`src/rtl/uart_block_serializer_tx.sv`:
```
// Word-to-UART serializer: splits a blockSize-byte word into 8N1/8N2 frames, LSB first, fractional baud; even parity with UART_TX_PARITY_EN.
// Latency: start bit appears on uart one clk after the accept edge; bytes of a word are sent with no idle gap.
// Backpressure: inReady low from accept until the final stop bit ends; inValid while busy is dropped, not queued.
module uart_block_serializer_tx #(
    parameter int clockRate = 76_800_000,
    parameter int uartRate  = 12_000_000,
    parameter int blockSize = 3,
    parameter int stopBits  = 1
) (
    input  logic                   clk,
    input  logic                   reset,
    input  logic                   inValid,
    input  logic [8*blockSize-1:0] inData,
    output logic                   inReady,
    output logic                   uart,
    output logic                   busy
);

    localparam int AccW  = $clog2(clockRate) + 1;
    localparam int ByteW = (blockSize > 1) ? $clog2(blockSize) : 1;

    localparam logic [ByteW-1:0] lastByte  = ByteW'(blockSize - 1);
    localparam logic             lastStop  = 1'(stopBits - 1);
    localparam logic [AccW:0]    rateInc   = (AccW + 1)'(uartRate);
    localparam logic [AccW:0]    clockLim  = (AccW + 1)'(clockRate);

    localparam logic [2:0] IDLE   = 3'd0;
    localparam logic [2:0] START  = 3'd1;
    localparam logic [2:0] DATA   = 3'd2;
`ifdef UART_TX_PARITY_EN
    localparam logic [2:0] PARITY = 3'd3;
`endif
    localparam logic [2:0] STOP   = 3'd4;

    logic [2:0]             state;
    logic [AccW-1:0]        acc;
    logic [AccW:0]          accSum;
    logic [AccW-1:0]        accNext;
    logic                   tick;
    logic [8*blockSize-1:0] shiftReg;
    logic [2:0]             bitCnt;
    logic [ByteW-1:0]       byteCnt;
    logic                   stopCnt;
    logic                   lineBit;
`ifdef UART_TX_PARITY_EN
    logic                   parBit;
`endif

    // Remainder stays below clockRate, so one extra bit holds the sum without overflow.
    always_comb begin
        accSum  = {1'b0, acc} + rateInc;
        tick    = (accSum >= clockLim);
        accNext = tick ? AccW'(accSum - clockLim) : AccW'(accSum);
    end

    always_comb begin
        lineBit = 1'b1;
        case (state)
            START:   lineBit = 1'b0;
            DATA:    lineBit = shiftReg[0];
`ifdef UART_TX_PARITY_EN
            PARITY:  lineBit = parBit;
`endif
            default: lineBit = 1'b1;
        endcase
    end

    assign inReady = (state == IDLE);
    assign busy    = ~inReady;

    always_ff @(posedge clk) begin
        if (!reset) begin
            state    <= IDLE;
            acc      <= '0;
            shiftReg <= '0;
            bitCnt   <= '0;
            byteCnt  <= '0;
            stopCnt  <= 1'b0;
            uart     <= 1'b1;
`ifdef UART_TX_PARITY_EN
            parBit   <= 1'b0;
`endif
        end else begin
            uart <= lineBit;
            acc  <= accNext;
            case (state)
                IDLE: begin
                    if (inValid) begin
                        shiftReg <= inData;
                        acc      <= '0;
                        byteCnt  <= '0;
                        state    <= START;
                    end
                end
                START: begin
                    if (tick) begin
                        state  <= DATA;
                        bitCnt <= '0;
`ifdef UART_TX_PARITY_EN
                        parBit <= ^shiftReg[7:0];
`endif
                    end
                end
                DATA: begin
                    // The whole word shifts, so the next byte lands in bits [7:0] after bit 7.
                    if (tick) begin
                        shiftReg <= shiftReg >> 1;
                        bitCnt   <= bitCnt + 3'd1;
                        if (bitCnt == 3'd7) begin
                            stopCnt <= 1'b0;
`ifdef UART_TX_PARITY_EN
                            state   <= PARITY;
`else
                            state   <= STOP;
`endif
                        end
                    end
                end
`ifdef UART_TX_PARITY_EN
                PARITY: begin
                    if (tick) begin
                        state <= STOP;
                    end
                end
`endif
                STOP: begin
                    if (tick) begin
                        if (stopCnt == lastStop) begin
                            stopCnt <= 1'b0;
                            if (byteCnt == lastByte) begin
                                state <= IDLE;
                            end else begin
                                byteCnt <= byteCnt + 1'b1;
                                state   <= START;
                            end
                        end else begin
                            stopCnt <= stopCnt + 1'b1;
                        end
                    end
                end
                default: state <= IDLE;
            endcase
        end
    end

endmodule

```
`config.mk`:
```
export PLATFORM = sky130hd
export DESIGN_NAME = uart_block_serializer_tx
export DESIGN_NICKNAME = d
export VERILOG_FILES = /design/src/rtl/uart_block_serializer_tx.sv
export SDC_FILE = /design/constraint.sdc
export NUM_CORES = 1
export LEC_CHECK = 0
export BUFFER_PORTS_ARGS = -buffer_cell sky130_fd_sc_hd__buf_2
export CAP_MARGIN = 20
export CORE_ASPECT_RATIO = 2
export CORE_MARGIN = 10
export CORE_UTILIZATION = 60
export DETAILED_ROUTE_END_ITERATION = 10
export HOLD_SLACK_MARGIN = 0.08
export PLACE_DENSITY = 0.8
export SYNTH_ARGS = -nofsm -noshare
export SYNTH_HDL_FRONTEND = slang
export SYNTH_SLANG_ARGS = --single-unit
```
`constraint.sdc`:
```
create_clock -name clk -period 5.4 [get_ports clk]
set_input_delay 1.08 -clock clk [delete_from_list [all_inputs] [get_ports clk]]
set_output_delay 1.08 -clock clk [all_outputs]
set_load 0.02 [all_outputs]
```
# Yosys cells after proc, flatten, opt, wreduce, memory -nomap -nowiden
# Index checks and enable logic that the tools add are counted.
[word_totals] output_inout_bits=3 word_cells=64 register_bits=62
[classes] n_eq_ne=12 bitwise_logic=1 n_addsub=5 n_mux=28 reduce_logical=10 order_cmp=1
[op_table] op="$mux 28" count=3
[op_table] op="$mux 24" count=2
[op_table] op="$pmux 24 s2" count=1
[op_table] op="$add 28x24->29 const B" count=1
[op_table] op="$ge 29x27->1 const B" count=1
[op_table] op="$sub 28x27->28 const B" count=1
[op_table] op="$mux 3" count=8
[op_table] op="$ne 2x2->1 const B" count=7
[op_table] op="$pmux 3 s4" count=1
[op_table] op="$mux 2" count=4
[op_table] op="$reduce_bool 2->1" count=4
[op_table] op="$eq 3x3->1 const B" count=2
[op_table] op="$pmux 3 s2" count=1
[op_table] op="$reduce_and 3->1" count=2
[op_table] op="$reduce_and 6->1" count=1
[op_table] op="$mux 1" count=5
[op_table] op="$reduce_and 5->1" count=1
[op_table] op="$pmux 1 s2" count=2
[op_table] op="$pmux 2 s2" count=1
[op_table] op="$reduce_and 4->1" count=1
[op_table] op="$add 3x1->3 const B" count=1
[op_table] op="$eq 3x1->1 const B" count=1
[op_table] op="$eq 3x2->1 const B" count=1
[op_table] op="$logic_not 3->1" count=1
[op_table] op="4 further kinds" count=4

# Logic depth before layout (Yosys ltp)
# Gate-level depths: netlist (run 1).
[logic_depth] depth_word=5 mapped_depth=15

# Worst setup path before layout (run 1)
# Ideal clock, no wire load.
[synth_timing] kind="register to register" start="reg acc[8]" end="reg bitCnt[1]" synth_period_minus_slack_ns=2.948 arrival_time_ns=2.827 setup_time_ns=0.121 required_time_ns=5.279 setup_slack_ns=2.452 path_stages_with_launch=14 path_cell_list="dfxtp_1 -> inv_1 -> ha_1 -> nand2b_1 -> a21oi_1 -> or4_4 -> a21boi_4 -> o41ai_2 -> a221o_2 -> or2_1 -> buf_6 -> buf_6 -> a32oi_1 -> o22ai_1"
[synth_via] elab_chain_len=4
[synth_rtl] item="from (decl)" line="36" source="logic [AccW-1:0] acc;"
[synth_rtl] item="from (signal assigned)" line="85" source="acc <= accNext;"
[synth_rtl] item="$add 28x24->29 *" line="51" source="accSum = {1'b0, acc} + rateInc;"
[synth_rtl] item="$ge 29x27->1 *" line="52" source="tick = (accSum >= clockLim);"
[synth_rtl] item="$ne 2x2->1 (no line)"
[synth_rtl] item="$reduce_and 3->1 (no line) *"
[synth_rtl] item="to (signal assigned)" line="108" source="bitCnt <= bitCnt + 3'd1;"
[synth_rtl] item="to (decl)" line="41" source="logic [2:0] bitCnt;"
# Mark *: on every way between the ends. The rest lies on a longest branch, timed or not.
# A chain may end at the register's enable or synchronous reset.

# Worst setup path in the final report (run 1)
[layout_timing] start="reg acc[8]" end="reg shiftReg[2]"
[layout_via] elab_chain_len=4
[layout_rtl] item="$add 28x24->29" line="51"
[layout_rtl] item="$ge 29x27->1" line="52"
[layout_rtl] item="$ne 2x2->1 (no line)"
[layout_rtl] item="$reduce_and 3->1 (no line)"
[layout_rtl] item="to (signal assigned)" line="89" source="shiftReg <= inData;"
[layout_rtl] item="to (signal assigned)" line="107" source="shiftReg <= shiftReg >> 1;"
[layout_rtl] item="to (decl)" line="40" source="logic [8*blockSize-1:0] shiftReg;"
# Every way passes these cells.

==> results.sh, run 1 <==
export IMPL_status="finished clean"
export IMPL_cap_viol_max_count=0
export IMPL_skew_ns=0.00752
export IMPL_holdWs_ns=0.457
export IMPL_synthTopCellsByArea="dfxtp_1, o221ai_1, a21oi_2, xnor2_1, inv_1"
export IMPL_cp_max_fo=25
export IMPL_place_gp_congestion=0.912
export IMPL_netlist_instances=391
export IMPL_cts_buffers=5
export IMPL_worst_slew_pin_slew_ns=0.995
export IMPL_area_growth_pct=5.57
export IMPL_fp_dieH_um=125
export IMPL_grt_busiest_layer="met2"
export IMPL_drive_gt1_frac=0.205
export IMPL_finalMaxSlewViolations=0
export IMPL_grt_pass1_vias=3024
export IMPL_syn_nets=424
export IMPL_cts_hold_buffers_added=0
export IMPL_root_buffer="clkbuf_8"
export IMPL_critPathRequiredTime_ns=5.61
export IMPL_port_buffers=29
export IMPL_avgSynthCellArea_um2=8.50
export IMPL_r2r_start="acc[8]"
export IMPL_worstSetupStartpoint="acc[8]"
export IMPL_cts_tree="yes"
export IMPL_cp_data_arrival_time_ns=4.35
export IMPL_synth_distinct_cells=70
export IMPL_cp_end_kind="register"
export IMPL_row_count=38
export IMPL_slew_headroom=0.328
export IMPL_synth_top_area_frac=0.319
export IMPL_worstHoldStart="shiftReg[10]"
export IMPL_rsz0062_at_grt="false"
export IMPL_p_total_mw=1.79
export IMPL_met3_usage=0.0356
export IMPL_grt_max_degree=39
export IMPL_path_clk_slew_ns=0.09
export IMPL_wire_per_inst_um=16.9
export IMPL_grt_pass1_wl_mm=13.4
export IMPL_min_period_ns=4.14
export IMPL_post_cts_buffers=0
export IMPL_dp_hpwl_mm=5.95
export IMPL_core_area_um2=5420
export IMPL_cts_buffer_depth=2
export IMPL_groute_usage_overall=0.177
export IMPL_die_area_um2=9090
export IMPL_synth_edf_count=0
export IMPL_drc=0
export IMPL_synth_seq_cells=53
export IMPL_antenna_found_initial=0
export IMPL_yosys_warnings=0
export IMPL_nets=437
export IMPL_hold_violations=0
export IMPL_worstSetupStartpointType="register"
export IMPL_wl_mm=7.86
export IMPL_ctsResizeCount=0
export IMPL_drt_first_pass_iters=4
export IMPL_dominantRegCellSynth="dfxtp_1"
export IMPL_synth_top_area_cell="dfxtp_1"
export IMPL_ant_nets=0
export IMPL_synth_area_um2=3320
export IMPL_htreeDepth=2
export IMPL_path_class="reg2reg"
export IMPL_fillers=490
export IMPL_setup_tns_final_ns=0
export IMPL_p_leak_nw=1.32
export IMPL_via_count=2930
export IMPL_grt_util_met2=0.318
export IMPL_max_freq_ghz=0.242
export IMPL_setup_viol=0
export IMPL_num_antenna_cells=0
export IMPL_cts_sinks=53
export IMPL_start_util=0.613
export IMPL_peakVddDrop_mv=0.320
export IMPL_via_per_inst=6.30
export IMPL_hold_path_class="reg2reg"
export IMPL_clkLatencyLatePin_ns=0.32
export IMPL_drtIter0Drc=155
export IMPL_use_met1=0.167
export IMPL_ios=30
export IMPL_ys_seq_area_frac=0.319
export IMPL_fp_dieW_um=72.6
export IMPL_power_density_nw_per_um2=510
export IMPL_timing_final_crit_share=0.766
export IMPL_async_reset_ff_frac=0
export IMPL_grt_overflow=0
layout by cell type, fill, tap and decap left out, types with 3 or more instances in the layout:
cell and n:
o21ai_0 10, o22ai_1 5, o21a_1 3, nor3_1 9, a21oi_1 13, nor2b_1 6
nand3_1 4, buf_2 29, nand4_1 4, dfxtp_1 53, a21oi_2 21, inv_1 36
a211oi_1 3, a21o_1 3, o211a_1 4, o221ai_1 24, or2_2 3, nor4_1 4
or2_1 3, o211ai_1 4, nand3b_1 4, clkbuf_8 6, o21ai_1 4, ha_1 6
xnor2_1 18, nor2_1 31, and3_1 6, xor2_1 3, nand2_1 24, o21bai_1 4
nand2b_1 6
report_power, final:
group	leakage (nW)	switching [mW]	total [mW]	internal, mW
Combinational	0.828	0.569	0.948	0.379
Clock	0.0512	0.136	0.241	0.104
Sequential	0.437	0.112	0.599	0.487
registers in the layout, indices dropped and copies added, names as in the netlist:
name and flops:
acc 20, uart 1, state 3, shiftReg 24
bitCnt 3, byteCnt 2
worst paths after layout:
check	endpoint	slack (ns)	cells past startpoint
worst min-delay path	shiftReg[10]	0.46	2
worst max register to register	shiftReg[2]	1.26	12
worst min register to register	shiftReg[10]	0.46	2
worst max-delay path	shiftReg[2]	1.26	12
logic make-up (layout without fill, tap and decap cells):
group                    count (synthesis)  after routing  share of synthesized area
flip-flops                              53             53                      0.319
buffers and inverters                   62             76                     0.0859
AND/OR/NAND/NOR                        119            119                      0.195
adder cells (fa/ha/maj)                  6              6                     0.0226
XOR/XNOR                                21             21                     0.0554
multiplexers                             2              2                    0.00603
AO/OA/AOI/OAI                          128            128                      0.316
metal layers:
metal | vias to the layer above | part of all wire
met5 | - | 0
met4 | 0 | 0.052
met3 | 30 | 0.031
met2 | 68 | 0.56
met1 | 1390 | 0.36
li1 | 1442 | -
synth_stat cells, drive strengths merged (5+ instances only):
cell type and instances:
nand2 24, buf 12, or2 6, o21ai 16, nand2b 6, a21oi 34, and3 6, inv 37
xnor2 18, nor2 33, dfxtp 53, clkbuf 13, ha 6, nor2b 6, o221ai 24, o22ai 5
nand3 5, nor3 10
stage by stage:
stage / cells / setup slack [ns] / utilization / instance area [µm²]
2_1_floorplan: 391 / 2.45 / - / 3320
6_report: 465 / 1.26 / 0.647 / 3510
3_5_place_dp: 457 / 1.29 / 0.629 / 3410
5_1_grt: 465 / 0.877 / 0.647 / 3510
3_3_place_gp: 457 / 1.42 / 0.629 / 3410
4_1_cts: 465 / 1.27 / 0.647 / 3510
critical path, stage by stage (launching register included):
cell and delay (ns):
dfxtp_1 0.43, inv_1 0.07, ha_1 0.25, nand2b_1 0.25
a21oi_1 0.38, nor2_1 0.09, xnor2_1 0.38, o41ai_2 0.13
a221o_2 0.48, o2111ai_4 0.61, and2_1 0.49, buf_4 0.36
a21oi_2 0.09
cell type report:
class	instances	area, µm²	share of cell area
Clock inverter	2	13.8	0.00392
Clock buffer	6	82.6	0.0235
Tap cell	60	75.1	0.0214
Multi-Input combinational cell	276	1980	0.563
Inverter	37	139	0.0396
Timing Repair Buffer	31	160	0.0457
Sequential cell	53	1060	0.303
No activity file was read; power rests on OpenSTA's default activity.
==> inputs of run 2 (changes only) <==
Settings changed: CORE_UTILIZATION 60 to 54, PLACE_DENSITY 0.8 to 0.76.
Clock period 5.4 ns to 3.8 ns, I/O delays scaled along.
==> results.sh, run 2 (synthesis results as in run 1) <==
export IMPL_holdWs_ns=0.454
export IMPL_worstSetupStartpointType="register"
export IMPL_p_total_mw=2.73
export IMPL_crit_cells=13
export IMPL_cp_data_arrival_time_ns=3.65
export IMPL_path_clk_slew_ns=0.07
export IMPL_slew_headroom=0.499
export IMPL_post_cts_buffers=0
export IMPL_die_area_um2=9880
export IMPL_top_regs="shiftReg x24, acc x20"
export IMPL_nets=442
export IMPL_grt_max_degree=39
export IMPL_cts_buffers=5
export IMPL_max_stage_delay_ns=0.42
export IMPL_antenna_found_initial=0
export IMPL_rsz0062_at_grt="false"
export IMPL_r2r_start="acc[8]"
export IMPL_largest_reg_flops=24
export IMPL_peakVddDrop_mv=0.496
export IMPL_mostFrequentLayoutCell="dfxtp_1"
export IMPL_min_period_ns=3.48
export IMPL_timing_final_ws_setup_ns=0.322
export IMPL_wl_mm=7.98
export IMPL_via_per_inst=6.26
export IMPL_cts_buffer_depth=2
export IMPL_via_count=2962
export IMPL_setup_viol=0
export IMPL_core_area_um2=6010
export IMPL_clkLatencyLatePin_ns=0.30
export IMPL_setup_tns_final_ns=0
export IMPL_fp_dieH_um=131
export IMPL_root_buffer="clkbuf_16"
export IMPL_grt_pass1_vias=3095
export IMPL_port_buffers=29
export IMPL_fp_dieW_um=75.5
export IMPL_dp_hpwl_mm=5.91
export IMPL_max_freq_ghz=0.288
export IMPL_ctsResizeCount=0
export IMPL_path_cells="inv_1, ha_1, nand2b_1, a21oi_1, nor2_1, xnor2_1, o41ai_2, a221o_2, buf_4, o2111ai_4, and2_1, buf_4, a21oi_1"
export IMPL_regMostFlops="shiftReg"
export IMPL_wire_per_inst_um=16.9
export IMPL_cts_tree="yes"
export IMPL_worst_slew_pin_slew_ns=0.750
export IMPL_place_gp_congestion=0.938
export IMPL_crit_slowest_cell="dfxtp_1"
export IMPL_path_buf_inv=3
export IMPL_cap_viol_max_count=0
export IMPL_worstSetupStartpoint="acc[8]"
export IMPL_crit_family="compound AO/OA/AOI/OAI gates"
export IMPL_grt_pass1_wl_mm=13.8
export IMPL_worstHoldStart="shiftReg[8]"
export IMPL_cp_max_fo=23
export IMPL_power_density_nw_per_um2=756
export IMPL_rr_endpoint="shiftReg[11]"
export IMPL_r2r_cells=13
export IMPL_skew_ns=0.00880
export IMPL_path_class="reg2reg"
export IMPL_reg2reg_slack_ns=0.32
export IMPL_row_count=40
export IMPL_timing_critical_path_to="shiftReg[11]"
export IMPL_hold_depth=2
export IMPL_ant_nets=0
export IMPL_status="finished clean"
export IMPL_hold_path_class="reg2reg"
export IMPL_groute_usage_overall=0.175
export IMPL_start_util=0.553
export IMPL_timing_final_crit_share=0.915
export IMPL_cts_sinks=53
export IMPL_num_antenna_cells=0
export IMPL_drt_first_pass_iters=4
export IMPL_hold_violations=0
export IMPL_drc=0
export IMPL_cts_hold_buffers_added=0
export IMPL_p_leak_nw=1.37
export IMPL_finalMaxSlewViolations=0
export IMPL_htreeDepth=2
export IMPL_final_cell_mix="dfxtp_1, inv_1, nor2_1"
export IMPL_grt_overflow=0
export IMPL_drtIter0Drc=236
export IMPL_ios=30
export IMPL_drive_gt1_frac=0.217
export IMPL_post_place_ws_ns=0.349
export IMPL_area_growth_pct=8.78
export IMPL_cp_end_kind="register"
export IMPL_critPathRequiredTime_ns=3.97
==> run 2: power breakdown <==
part	switching [mW]	internal, mW	total (mW)
clock network	0.216	0.283	0.499
registers	0.163	0.692	0.855
logic	0.813	0.566	1.38
==> run 2: worst min path at each step <==
stage | to
after floorplan | shiftReg[10]
final | shiftReg[8]
after CTS | shiftReg[16]
after detailed placement | shiftReg[16]
after global placement | shiftReg[11]
after global routing | shiftReg[5]
==> run 2: per-stage QoR <==
stage,std cells,utilization,instance area [µm²]
after floorplan,391,-,3320
after global placement,465,0.575,3450
after detailed placement,465,0.575,3450
after CTS,473,0.602,3610
after global routing,473,0.602,3610
final,473,0.602,3610
==> run 2: routing by layer <==
layer	track usage	vias to the layer above	wire length, µm
met1	0.173	1422	2980
met5	0	-	0
li1	-	1451	-
met4	0.101	0	299
met2	0.320	66	4440
met3	0.0370	23	262
==> run 2: area by class of cell <==
type                       count  area (µm²)
inverter                      37         139
fill                         554        2390
sequential                    53        1060
clock inverter                 1        8.76
tap                           63        78.8
timing repair buffer          36         198
clock buffer                   7         153
multi-input combinational    276        1980
==> run 2: tightest hold or removal path, stage by stage (launching register included) <==
cell     delay (ns)
dfxtp_1        0.31
inv_1          0.06
a21oi_2        0.04
==> inputs of run 3 (changes only) <==
Settings changed: CTS_CLUSTER_DIAMETER set to 100, RECOVER_POWER set to 50.
==> results.sh, run 3 (synthesis results as in run 1) <==
export IMPL_status="finished, violations left"
export IMPL_violations="capacitance limit, slew limit"
export IMPL_timing_final_crit_share=0.910
export IMPL_cts_buffer_depth=2
export IMPL_drc=0
export IMPL_area_growth_pct=8.40
export IMPL_power_density_nw_per_um2=756
export IMPL_worst_slew_pin_slew_ns=1.58
export IMPL_via_per_inst=6.21
export IMPL_cts_buffers=5
export IMPL_groute_usage_overall=0.175
export IMPL_cts_tree="yes"
export IMPL_setup_tns_final_ns=0
export IMPL_met3_wirelength_um=225
export IMPL_p_leak_nw=1.36
export IMPL_top_regs="shiftReg x24, acc x20"
export IMPL_pwr_share_clk=0.184
export IMPL_hold_violations=0
export IMPL_path_class="reg2reg"
export IMPL_dp_hpwl_mm=5.91
export IMPL_via_count=2938
export IMPL_critPathRequiredTime_ns=3.97
export IMPL_mostFrequentLayoutCell="dfxtp_1"
export IMPL_worstSetupStartpointType="register"
export IMPL_cp_data_arrival_time_ns=3.63
export IMPL_p_sw_mw=1.19
export IMPL_nets=442
export IMPL_min_period_ns=3.46
export IMPL_root_buffer="clkbuf_16"
export IMPL_power_internal_mw=1.53
export IMPL_rsz0062_at_grt="false"
export IMPL_clkLatencyLatePin_ns=0.30
export IMPL_start_util=0.553
export IMPL_fp_dieW_um=75.5
export IMPL_fp_dieH_um=131
export IMPL_wl_met2_mm=4.42
export IMPL_core_area_um2=6010
export IMPL_ios=30
export IMPL_ant_nets=0
export IMPL_cp_end_kind="register"
export IMPL_wire_per_inst_um=17.0
export IMPL_die_area_um2=9880
export IMPL_r2r_start="acc[8]"
export IMPL_highest_layer="met4"
export IMPL_place_gp_congestion=0.938
export IMPL_seq_power_share=0.314
export IMPL_wl_met1_mm=3.09
export IMPL_slew_headroom=-0.0565
export IMPL_port_buffers=29
export IMPL_drt_first_pass_iters=4
export IMPL_path_clk_slew_ns=0.07
export IMPL_grt_pass1_vias=3095
export IMPL_wl_mm=8.03
export IMPL_num_antenna_cells=0
export IMPL_drtIter0Drc=250
export IMPL_finalMaxSlewViolations=39
export IMPL_fin_util=0.600
export IMPL_largest_reg_flops=24
export IMPL_htreeDepth=2
export IMPL_drive_gt1_frac=0.205
export IMPL_switching_share=0.437
export IMPL_final_cell_mix="dfxtp_1, inv_1, nor2_1"
export IMPL_worstSetupStartpoint="acc[8]"
export IMPL_peakVddDrop_mv=0.485
export IMPL_skew_ns=0.00795
export IMPL_cp_max_fo=23
export IMPL_row_count=40
export IMPL_grt_overflow=0
export IMPL_cts_hold_buffers_added=0
export IMPL_setup_viol=0
export IMPL_regMostFlops="shiftReg"
export IMPL_rr_endpoint="shiftReg[11]"
export IMPL_grt_max_degree=39
export IMPL_r2r_cells=13
export IMPL_cts_sinks=53
export IMPL_timing_critical_path_to="shiftReg[11]"
export IMPL_reg2reg_slack_ns=0.34
export IMPL_grt_pass1_wl_mm=13.8
export IMPL_hold_path_class="reg2reg"
export IMPL_max_freq_ghz=0.289
export IMPL_power_frac_comb=0.502
export IMPL_antenna_found_initial=0
export IMPL_cap_viol_max_count=1
run 3: changes by cell type in the layout (fill, tap and decap cells not counted):
cell	previous run	this run
o41ai_1	0	1
o21ai_0	10	12
o21ai_1	4	2
o41ai_2	2	1
buf_2	29	25
clkbuf_1	0	4
run 3: per-stage QoR:
step	setup WS [ns]	instances	cell area (µm²)	hold slack, ns	total power, mW
4_1_cts	0.309	473	3610	0.456	2.73
2_1_floorplan	0.852	391	3320	0.425	1.99
5_1_grt	0.0422	473	3600	0.478	2.93
6_report	0.341	473	3600	0.453	2.72
3_3_place_gp	0.445	465	3450	0.433	2.19
3_5_place_dp	0.349	465	3450	0.444	2.22
run 3: worst min-delay path by stage:
stage / start / end / slack [ns] / cells after the start
5_1_grt: shiftReg[5] / shiftReg[5] / 0.48 / 2
2_1_floorplan: shiftReg[10] / shiftReg[10] / 0.43 / 2
6_report: shiftReg[16] / shiftReg[16] / 0.45 / 2
3_3_place_gp: shiftReg[11] / shiftReg[11] / 0.43 / 2
4_1_cts: shiftReg[16] / shiftReg[16] / 0.46 / 2
3_5_place_dp: shiftReg[16] / shiftReg[16] / 0.44 / 2
run 3: layout make-up:
class	count	area, µm²
Clock buffer	7	153
Clock inverter	1	8.76
Fill cell	558	2400
Inverter	37	139
Multi-Input combinational cell	276	1970
Sequential cell	53	1060
Tap cell	63	78.8
Timing Repair Buffer	36	193
run 3: repair_timing:
action / in CTS / in global routing
setup buffers: 0 / 0
gates resized for setup: 0 / 1
endpoints found under the setup margin: 0 / 2
run 3: metal layers:
| metal | track usage | vias up |
|---|---|---|
| li1 | - | 1454 |
| met1 | 0.173 | 1404 |
| met2 | 0.320 | 57 |
| met3 | 0.0370 | 23 |
| met4 | 0.101 | 0 |
| met5 | 0 | - |
run 3: critical path, stage by stage (launching register included):
cell	delay (ns)
dfxtp_1	0.42
inv_1	0.07
ha_1	0.24
nand2b_1	0.23
a21oi_1	0.41
nor2_1	0.10
xnor2_1	0.35
o41ai_1	0.14
a221o_2	0.36
buf_4	0.19
o2111ai_4	0.19
and2_1	0.15
buf_4	0.35
a21oi_1	0.13
run 3: power by group through the flow:
stage / clock network (mW) / registers [mW] / logic (mW)
finish: 0.501 / 0.855 / 1.37
global placement: 0 / 0.858 / 1.34
floorplan: 0 / 0.795 / 1.19
detailed placement: 0 / 0.861 / 1.36
CTS: 0.508 / 0.850 / 1.38
global route: 0.527 / 0.878 / 1.52
